### src/rtl/hdmi_frame_dma_ctrl.sv
// Frame-write DMA: aligns the HDMI Avalon-ST stream to SOP and writes one frame per enable as single words.
// One-deep output register, beat accepted in N -> write in N+1; st_ready drops while a write stalls.
module hdmi_frame_dma_ctrl #(
  parameter int ADDR_WIDTH = 32
) (
  input  logic                  clk_sys,
  input  logic                  rst_sys,
  input  logic [ADDR_WIDTH-1:0] start_addr,
  input  logic [29:0]           words_number,
  input  logic                  dma_enable,
  input  logic                  err_clear,
  input  logic [31:0]           st_data,
  input  logic                  st_valid,
  input  logic                  st_startofpacket,
  input  logic                  st_endofpacket,
  output logic                  st_ready,
  output logic [ADDR_WIDTH-1:0] avl_mm_address,
  output logic                  avl_mm_write,
  output logic [31:0]           avl_mm_writedata,
  output logic [3:0]            avl_mm_byteenable,
  input  logic                  avl_mm_waitrequest,
  output logic                  busy,
  output logic                  frame_done,
  output logic [15:0]           frame_count,
  output logic                  err_short,
  output logic                  err_long,
  output logic                  err_sync
);

  typedef enum logic [2:0] {S_IDLE, S_WAIT_SOP, S_XFER, S_DROP, S_DONE} state_t;

  state_t                state, state_nxt;
  logic [ADDR_WIDTH-1:0] base, addr_nxt;
  logic [29:0]           cnt, idx, eff_idx, idx_nxt;
  logic                  ending, ending_nxt, eop_seen, eop_seen_nxt;
  logic                  rdy, acc, wr_acc, drained, beat;
  logic                  load, latch_cfg, set_short, set_long, set_sync;

  assign acc     = st_valid & st_ready;
  assign wr_acc  = avl_mm_write & ~avl_mm_waitrequest;
  assign drained = ~avl_mm_write | wr_acc;

  assign avl_mm_byteenable = 4'hF;
  assign busy              = (state != S_IDLE);
  assign frame_done        = (state == S_DONE);

  always_comb begin
    rdy = 1'b0;
    case (state)
      S_IDLE, S_WAIT_SOP, S_DROP: rdy = 1'b1;
      // ending: hold the stream until the last write leaves the output register
      S_XFER:  rdy = ~ending & (~avl_mm_write | ~avl_mm_waitrequest);
      default: rdy = 1'b0;
    endcase
  end

  assign st_ready = rdy & ~rst_sys;

  always_ff @(posedge clk_sys) begin
    if (rst_sys) state <= S_IDLE;
    else         state <= state_nxt;
  end

  always_comb begin
    state_nxt    = state;
    load         = 1'b0;
    latch_cfg    = 1'b0;
    set_short    = 1'b0;
    set_long     = 1'b0;
    set_sync     = 1'b0;
    beat         = 1'b0;
    ending_nxt   = ending;
    eop_seen_nxt = eop_seen;
    eff_idx      = st_startofpacket ? '0 : idx;
    idx_nxt      = eff_idx + 30'd1;
    addr_nxt     = base + ADDR_WIDTH'({eff_idx, 2'b00});
    case (state)
      S_IDLE: begin
        if (dma_enable) begin
          latch_cfg = 1'b1;
          state_nxt = S_WAIT_SOP;
        end
      end
      S_WAIT_SOP: begin
        if (acc && st_startofpacket) begin
          if (cnt == '0) begin
            state_nxt    = S_DROP;
            eop_seen_nxt = st_endofpacket;
          end else begin
            state_nxt = S_XFER;
            beat      = 1'b1;
          end
        end
      end
      S_XFER: begin
        if (ending) begin
          if (drained) begin
            ending_nxt = 1'b0;
            state_nxt  = S_DONE;
          end
        end else if (acc) begin
          beat     = 1'b1;
          set_sync = st_startofpacket;
        end
      end
      S_DROP: begin
        if (acc && st_endofpacket) eop_seen_nxt = 1'b1;
        if ((eop_seen || (acc && st_endofpacket)) && drained) state_nxt = S_DONE;
      end
      S_DONE: begin
        if (dma_enable) begin
          latch_cfg = 1'b1;
          state_nxt = S_WAIT_SOP;
        end else begin
          state_nxt = S_IDLE;
        end
      end
      default: state_nxt = S_IDLE;
    endcase
    // shared end-of-frame decision for the first beat and every later data beat
    if (beat) begin
      load = 1'b1;
      if (st_endofpacket && (idx_nxt < cnt)) begin
        set_short  = 1'b1;
        ending_nxt = 1'b1;
      end else if (idx_nxt == cnt) begin
        if (st_endofpacket) begin
          ending_nxt = 1'b1;
        end else begin
          set_long     = 1'b1;
          eop_seen_nxt = 1'b0;
          state_nxt    = S_DROP;
        end
      end
    end
  end

  always_ff @(posedge clk_sys) begin
    if (rst_sys) begin
      base             <= '0;
      cnt              <= '0;
      idx              <= '0;
      ending           <= 1'b0;
      eop_seen         <= 1'b0;
      avl_mm_write     <= 1'b0;
      avl_mm_address   <= '0;
      avl_mm_writedata <= '0;
      frame_count      <= '0;
      err_short        <= 1'b0;
      err_long         <= 1'b0;
      err_sync         <= 1'b0;
    end else begin
      if (latch_cfg) begin
        base <= start_addr & ~ADDR_WIDTH'(3);
        cnt  <= words_number;
      end
      if (load) begin
        avl_mm_write     <= 1'b1;
        avl_mm_address   <= addr_nxt;
        avl_mm_writedata <= st_data;
        idx              <= idx_nxt;
      end else if (wr_acc) begin
        avl_mm_write <= 1'b0;
      end
      ending   <= ending_nxt;
      eop_seen <= eop_seen_nxt;
      if (state == S_DONE) frame_count <= frame_count + 16'd1;
      err_short <= (err_short & ~err_clear) | set_short;
      err_long  <= (err_long  & ~err_clear) | set_long;
      err_sync  <= (err_sync  & ~err_clear) | set_sync;
    end
  end

endmodule

### config.mk
export PLATFORM = sky130hd
export DESIGN_NAME = hdmi_frame_dma_ctrl
export DESIGN_NICKNAME = d
export VERILOG_FILES = /design/src/rtl/hdmi_frame_dma_ctrl.sv
export SDC_FILE = /design/constraint.sdc
export NUM_CORES = 1
export LEC_CHECK = 0
export CAP_MARGIN = 5
export CORE_ASPECT_RATIO = 1.75
export CORE_MARGIN = 8
export CORE_UTILIZATION = 45
export CTS_CLUSTER_SIZE = 24
export DETAILED_ROUTE_END_ITERATION = 8
export DONT_BUFFER_PORTS = 1
export GPL_TIMING_DRIVEN = 0
export HOLD_SLACK_MARGIN = 0.06
export PLACE_DENSITY_LB_ADDON = 0.15
export SLEW_MARGIN = 40
export SYNTH_ARGS = -nofsm -noshare
export SYNTH_HDL_FRONTEND = slang
export SYNTH_SLANG_ARGS = --single-unit
### constraint.sdc
create_clock -name clk_sys -period 7.08 [get_ports clk_sys]
set_clock_uncertainty 0.1 [all_clocks]
set_input_delay 1.416 -clock clk_sys [delete_from_list [all_inputs] [get_ports clk_sys]]
set_output_delay 1.416 -clock clk_sys [all_outputs]
set_load 0.05 [all_outputs]
==> metrics.cfg <==
[cells_and_area]
final_cell_mix = 269 x nand2_1, 177 x dfxtp_1, 162 x a21oi_1, 97 x nor2_1, 61 x ha_1
antenna_cells = 0
instances_no_fill = 1541
regArea_sq_um = 3540
multi_input_area_sq_um = 5540
nets = 1442
fillers = 2207
area_growth_pct = 9.55
drive_gt1_share_pct = 3.88
final_common_cell = nand2_1

[yosys]
yosysWarningCount = 0
synth_seq_cells = 177
avgSynthCellArea_sq_um = 7.60
netlist_instances = 1255
seq_area_frac_synth_pct = 37.2
ys_dominant_reg_cell = dfxtp_1
synthesis.area_sq_um = 9540
async_flop_share_pct = 0
synth.distinct_cells = 56
synth-edff-count = 0

[global_route]
antenna_found_initial = 0
grt_usage_pct = 23.3
grt_pass1_wl_um = 47500
grt_overflow_total = 0
grt_pass1_vias = 8798
grt_max_degree = 17

[worst_setup_path]
crit_path_end_kind = flip-flop
r2r-start = idx[0]
cp-start-kind = primary input
r2r-end = eop_seen
path_max_fanout = 10
reg2reg_slack_ps = 2660
cp_data_arrival_time_ps = 6640
required_ps = 7290
crit_type = primary input to flip-flop
r2r_cells = 16

[clock_tree]
postCtsSetupBuffers = 0
clockBufferDepth = 2
htree_levels = 4
ctsRootBufferMaster = clkbuf_16
cts_resized = 0
clk_latency_ps = 440
numCtsBuffers = 17
cts_tree = done
holdBufCountCts = 0
clkTransAtPathRegs_ps = 70
clock_sinks = 177

[drt]
initialDrtViolationCount = 418
routed_wl_um = 30700
detailroute.wirelength.met3_um = 2310
viasPerCell = 5.61
wl_met1_um = 11000
vias = 8652
met2WireLength_um = 16100
highest-signal-layer = met4
drt-pass1-iter-count = 5
wire_per_inst_um = 19.9
antenna_left = 0
drc = 0

[sta]
finalSetupViolCount = 0
tns_ps = 0
period_minus_slack_ps = 6430
rsz0062_at_grt = no
period_share_pct = 90.8
relSlewSlack_pct = 45.2
hold_viol = 0
worstMarginPinSlew_ps = 822
slew_violations = 0
fmax_mhz = 156

[power]
vdd_drop_max_mv = 0.179
p_leak_nw = 4.12
power.density_nw_per_um2 = 216

[floorplanning]
std_cell_rows = 70
die_w_um = 126
dieArea_sq_um = 26300
ios = 193
core-area_sq_um = 20800
start_util_pct = 45.8
die_h_um = 209

[run]
maxCapViolations = 0

[worst_hold_path]
whs_path_depth = 2
hp-start = base[30]
hold_end = base[30]
min_path_type = flip-flop to flip-flop

[place]
hpwl_um = 24400
portBuffers = 0
placedCellCount = 1511
gp_congestion = 0.930

[run_status]
status = complete, no violations

[cells in the mapped netlist (20+ instances only)]
cell type  count  area [sq um]
nand3_1       28           140
nor2b_1       33           206
dfxtp_1      177          3540
inv_1         45           169
nor2_1        97           364
clkbuf_1      50           188
xor2_1        27           236
a21oi_1      162           811
xnor2_1       31           272
ha_1          61           763
nand4_1       20           125
nand2_1      269          1010
nor3_1        23           115
o21ai_0       50           250
[layer usage]
metal	up-vias	global-route usage, %
met1	3986	22.2
met3	72	7.24
li1	4327	-
met2	267	43.5
met5	-	0
met4	0	12.1
[power by group]
part	switching (mW)	internal, mW
logic	0.159	0.0722
clock network	0.402	0.543
registers	0.0475	1.03
[cells by family (layout without fill, tap and decap cells)]
kind of cell / after synthesis / count (layout) / synth area share, %
buf+inv: 115 / 145 / 4.96
xor+xnor: 58 / 58 / 5.33
fa+ha+maj: 62 / 62 / 8.21
mux: 6 / 6 / 0.656
compound gates: 288 / 288 / 17.4
simple gates: 547 / 547 / 26.2
other cells: 2 / 6 / 0.0787
flops: 177 / 177 / 37.2
[through the flow]
stage                     hold slack (ps)  setup WS [ps]  instance area [sq um]  util (%)  power, mW
after floorplan                       341           1690                   9550         -       1.26
final                                 363            650                  10400      50.1       2.25
after CTS                             365            767                  10400      50.1       2.27
after detailed placement              356            316                   9870      47.3       1.33
after global placement                351            314                   9870      47.3       1.33
after global routing                  384            308                  10400      50.1       2.33
[worst max-delay path by stage]
| stage | from | endpoint |
|---|---|---|
| finish | st_startofpacket | eop_seen |
| global route | st_startofpacket | eop_seen |
| CTS | st_startofpacket | eop_seen |
| detailed placement | st_startofpacket | eop_seen |
| global placement | st_startofpacket | eop_seen |
| floorplan | st_startofpacket | eop_seen |
[registers in the layout, summed over array words and instances (netlist names)]
| name | cells |
|---|---|
| avl_mm_writedata | 32 |
| err_long | 1 |
| avl_mm_address | 30 |
| frame_count | 16 |
| err_short | 1 |
| avl_mm_write | 1 |
| ending | 1 |
| cnt | 30 |
| state | 3 |
| idx | 30 |
| eop_seen | 1 |
| err_sync | 1 |
| base | 30 |
[cell type report]
type / count / share of cell area [%]
multi-input cells: 967 / 53.0
flip-flops and latches: 177 / 33.9
plain buffers: 70 / 2.92
well taps: 252 / 3.02
clock buffers: 21 / 4.50
clock inverters: 9 / 1.04
inverters: 45 / 1.62
[worst max-delay path, cell delays in order]
cell      delay [ps]
buf_6            130
clkbuf_1         500
clkbuf_1         520
clkbuf_1         560
nand2b_1         240
inv_1             80
ha_1             220
and4_1           240
and4_1           270
and4_1           230
and3_1           220
and3_1           240
xnor2_1          140
nor2_1            60
ha_1             300
nand4_1          130
nor4_1           490
nand3_1          120
nor2_1           210
nor2_1            70
o21ai_0          150
a21oi_1           80
No activity file was read; power rests on OpenSTA's default activity.
==> RTL edit 1: new RTL, config.mk and constraints unchanged <==
Set the parameter `ADDR_WIDTH` to 24 (it was 32).
--- a/src/rtl/hdmi_frame_dma_ctrl.sv
+++ b/src/rtl/hdmi_frame_dma_ctrl.sv
@@ -1,7 +1,7 @@
 // Frame-write DMA: aligns the HDMI Avalon-ST stream to SOP and writes one frame per enable as single words.
 // One-deep output register, beat accepted in N -> write in N+1; st_ready drops while a write stalls.
 module hdmi_frame_dma_ctrl #(
-  parameter int ADDR_WIDTH = 32
+  parameter int ADDR_WIDTH = 24
 ) (
   input  logic                  clk_sys,
   input  logic                  rst_sys,
Interface: changed (resized avl_mm_address and start_addr); port bits go from 193 to 177. The function was not compared with the original's and may differ.
==> RTL edit 1 against the unedited design <==
- cell area fell by 8.2%
- wire length fell by 12%
- clock power rose by 2%
- cell count fell by 8.4%
- core utilization rose by 0.29 points
- non-clock buffer count did not move
- via count fell by 10%
- area after synthesis fell by 9.4%
- sequential cell count fell by 16
- power fell by 5.3%
- maximum frequency rose by 1.1%
- worst setup slack improved by 67 ps
- critical path type unchanged
- highest routed layer unchanged
==> RTL edit 1: results (changes against the unedited design) <==
metric	value	unit	change
grt_start_max_net_pins	17		unchanged
cp_data_arrival_time	6620	ps	was 6640 ps
post_cts_buffers	0		unchanged
diodes	0		unchanged
power.leakage	3.68	nW	was 4.12 nW
cts.path.max_buffers	2		unchanged
clk_transition_reported_paths	70	ps	about the same
wire_per_inst	19.0	um	was 19.9 um
reg_top3	avl_mm_writedata (32), cnt (30), idx (30)		
antenna_found_initial	0		unchanged
yosys_warnings	0		unchanged
cp_max_fo	10		unchanged
cts_made_buffers	17		unchanged
fin_cells	1412		was 1541
hold_path.class	flop to flop		unchanged
synth_commonest_cells	nand2_1, dfxtp_1, a21oi_1		unchanged
post_dp_cell_area	0.00898	sq mm	was 0.00987 sq mm
synth_cell_types	63		was 56
clock-root-buffer	clkbuf_16		unchanged
nFillCells	1893		was 2207
fin_nets	1306		was 1442
grt_pass1_wl	41700	um	was 47500 um
yosys-top-cells-area	dfxtp_1, nand2_1, a21oi_1		unchanged
peakVddDrop	0.180	mV	was 0.179 mV
status	complete, no violations		unchanged
gp_congestion	0.957		was 0.930
grtUsageTotal	22.5	%	was 23.3%
async_flop_share	0	%	unchanged
synth_cells	1135		was 1255
p_int	0.00157	W	was 0.00164 W
drive_above_1_share	5.29	%	was 3.88%
grt_pass1_vias	7964		was 8798
drt_pass1_iterations	5		unchanged
worst_pin_slew	812	ps	was 822 ps
synth_ff_type	dfxtp_1		unchanged
port-buffer-count	0		unchanged
htreeDepth	4		unchanged
dp_hpwl	21200	um	was 24400 um
drt_iter0_markers	386		was 418
dp_cells	1380		was 1511
synth_seq_area_share	37.3	%	was 37.2%
vias	7754		was 8652
clkLatencyLatePin	440	ps	about the same
cts_resized	0		unchanged
==> RTL edit 1: routing by layer <==
metal  part of all wire (%)  routed length, um  vias to the layer above  GRT usage [%]
met4                    4.5               1210                        0           12.7
met3                    6.3               1690                       52           6.51
met1                     36               9800                     3585           21.6
li1                       -                  -                     3905              -
met2                     53              14200                      212           41.8
met5                      0                  0                        -              0
==> RTL edit 1: layout make-up <==
type                            instances  area, sq um  area share, %
Tap cell                              241          302           3.14
Multi-Input combinational cell        865         5000           52.1
Buffer                                 70          293           3.05
Clock buffer                           25          515           5.37
Clock inverter                          7         96.3           1.00
Sequential cell                       161         3220           33.6
Inverter                               43          161           1.68
==> RTL edit 1: cells by family after synthesis <==
family	Yosys count	synth area share [%]
AOI/OAI and AO/OA	252	16.7
muxes	3	0.362
and+or+nand+nor	498	27.1
DFF	161	37.3
xor gates and xnor gates	52	5.27
adders and majority gates	54	7.91
other	2	0.0869
buffers and inverters	113	5.26
==> RTL edit 1: path summary, 6_finish.rpt <==
kind	slack (ps)	startpoint	depth (start not counted)	endpoint
max reg2reg	2110	idx[0]$_SDFFE_PP0P_	15	state[0]$_SDFF_PP0_
min reg2reg	360	base[12]$_SDFFE_PP0P_	2	base[12]$_SDFFE_PP0P_
max	720	st_startofpacket	18	state[0]$_SDFF_PP0_
min	360	base[12]$_SDFFE_PP0P_	2	base[12]$_SDFFE_PP0P_
==> RTL edit 1: worst max-delay path, cell delays in order <==
cell and delay [ps]:
buf_2 180, clkbuf_1 290, clkbuf_1 370, nor2b_1 340
ha_1 280, nand4_2 180, nor4_4 460, nand4_4 250
nor4_1 390, nor2_1 90, mux2_2 290, ha_1 280
nand4_1 110, or3_1 430, nor3_1 330, nand3_1 250
or3_1 440, a41oi_1 220
==> RTL edit 1: power groups by stage <==
stage	Combinational [W]	Sequential, W	Clock [W]
6_report	0.000193	0.000978	0.000962
4_1_cts	0.000194	0.000979	0.000979
3_5_place_dp	0.000193	0.000999	0
3_3_place_gp	0.000192	0.000998	0
5_1_grt	0.000216	0.000981	0.00100
2_1_floorplan	0.000140	0.000988	0
==> RTL edit 1: stage by stage <==
step	worst slack [ps]	hold slack, ps	power [W]
2_1_floorplan	1480	336	0.00113
3_3_place_gp	238	347	0.00119
3_5_place_dp	239	352	0.00119
4_1_cts	694	363	0.00215
5_1_grt	283	389	0.00220
6_report	717	363	0.00213
==> RTL edit 2: new RTL, same settings <==
Made on the original files. Encoding of `state_t`: now one-hot (5 bits for 5 states).
--- a/src/rtl/hdmi_frame_dma_ctrl.sv
+++ b/src/rtl/hdmi_frame_dma_ctrl.sv
@@ -27,7 +27,7 @@
   output logic                  err_sync
 );
 
-  typedef enum logic [2:0] {S_IDLE, S_WAIT_SOP, S_XFER, S_DROP, S_DONE} state_t;
+  typedef enum logic [4:0] {S_IDLE = 5'b00001, S_WAIT_SOP = 5'b00010, S_XFER = 5'b00100, S_DROP = 5'b01000, S_DONE = 5'b10000} state_t;
 
   state_t                state, state_nxt;
   logic [ADDR_WIDTH-1:0] base, addr_nxt;
Formal check against the unedited RTL: same outputs for any inputs over 4 cycles, from zero or initial values and one cycle with rst_sys high; so few cycles prove little.
==> RTL edit 2 against the unedited design <==
- highest routed layer unchanged
- global-route usage fell by 0.12 points
- critical path depth fell by 4
- worst setup slack worse by 130 ps
- sequential cell count increased by 2
- cell area grew 2.6%
- wire length rose by 1.1%
- power up 1.4%
- sequential share of layout area shrank 0.49 points
- first-iteration DRC count rose by 8.4%
- area after synthesis up 2.2%
==> RTL edit 2: results (changes against the unedited design) <==
metric	value	unit	change
drt_iter0_markers	453		was 418
worst_path_max_delay_cell	nor4_1		was clkbuf_1
synth_cells	1263		was 1255
fin_nets	1450		was 1442
yosys-top-cells-area	dfxtp_1, nand2_1, a21oi_1		unchanged
gp_congestion	0.939		was 0.930
viasPerCell	5.57		was 5.61
fin_hold_ws	365	ps	was 363 ps
synth_cell_types	70		was 56
drt-total-wl	31100	um	was 30700 um
clock-root-buffer	clkbuf_16		unchanged
ff2ff_path_depth	15		was 16
dp_cells	1559		was 1511
switching_share	27.0	%	about the same
rrSetupSlack	1880	ps	was 2660 ps
synth_commonest_cells	nand2_1, dfxtp_1, a21oi_1		unchanged
rr_endpoint	state[1]$_SDFF_PP0_		was eop_seen$_SDFF_PP0_
vias	8854		was 8652
status	complete, no violations		unchanged
grtUsageTotal	23.2	%	was 23.3%
max_stage_delay	540	ps	was 560 ps
power_frac_seq	46.8	%	was 47.8%
peakVddDrop	0.189	mV	was 0.179 mV
largest_reg_flops	32		unchanged
p_total	0.00228	W	was 0.00225 W
holdPathEnd	base[23]$_SDFFE_PP0P_		was base[30]$_SDFFE_PP0P_
cts_made_buffers	17		unchanged
maxSlewHeadroom	42.2	%	was 45.2%
clkPwrFrac	42.9	%	was 41.9%
synth_seq_area_share	36.8	%	was 37.2%
met3_usage	6.62	%	was 7.24%
dp_hpwl	24600	um	was 24400 um
grt_use_met1	22.9	%	was 22.2%
grt_pass1_wl	48100	um	was 47500 um
grtUsageMet2	42.3	%	was 43.5%
min_from	base[23]$_SDFFE_PP0P_		was base[30]$_SDFFE_PP0P_
drive_above_1_share	4.62	%	was 3.88%
## RTL edit 2: metal layers
metal | routed length, um | part of all wire (%)
met1 | 11300 | 36
met2 | 16100 | 52
met3 | 2170 | 7.0
met4 | 1540 | 5.0
met5 | 0 | 0
## RTL edit 2: cells by family after synthesis
kind of cell	count (synthesis)	share of synthesized area, %
other cells	2	0.0771
simple gates	548	26.7
flops	179	36.8
compound gates	293	18.1
xor+xnor	54	4.85
fa+ha+maj	62	8.04
mux	3	0.308
buf+inv	122	5.06
## RTL edit 2: layout make-up
| cell class | count | area (sq um) |
|---|---|---|
| Clock buffer | 19 | 433 |
| Multi-Input combinational cell | 966 | 5680 |
| Fill cell | 2164 | 10700 |
| Tap cell | 292 | 365 |
| Buffer | 74 | 315 |
| Clock inverter | 13 | 159 |
| Sequential cell | 179 | 3580 |
| Inverter | 48 | 180 |
## RTL edit 2: worst max-delay path by stage
stage,end,from,slack [ps],cells after the start
floorplan,state[1]$_SDFF_PP0_,st_startofpacket,1700,18
global placement,state[1]$_SDFF_PP0_,st_startofpacket,150,18
detailed placement,state[1]$_SDFF_PP0_,st_startofpacket,120,18
CTS,state[1]$_SDFF_PP0_,st_startofpacket,510,18
global route,state[1]$_SDFF_PP0_,st_startofpacket,140,18
finish,state[1]$_SDFF_PP0_,st_startofpacket,520,18
## RTL edit 2: through the flow
stage / worst slack, ps / instance area, sq um
floorplan: 1700 / 9760
global placement: 152 / 10100
detailed placement: 123 / 10100
CTS: 505 / 10700
global route: 142 / 10700
finish: 521 / 10700
## RTL edit 2: tightest hold or removal path: cells and delay by family, from the launching register on
family / cells / cell delay, ps
DFF: 1 / 320
and+or+nand+nor: 1 / 50
AOI/OAI and AO/OA: 1 / 50
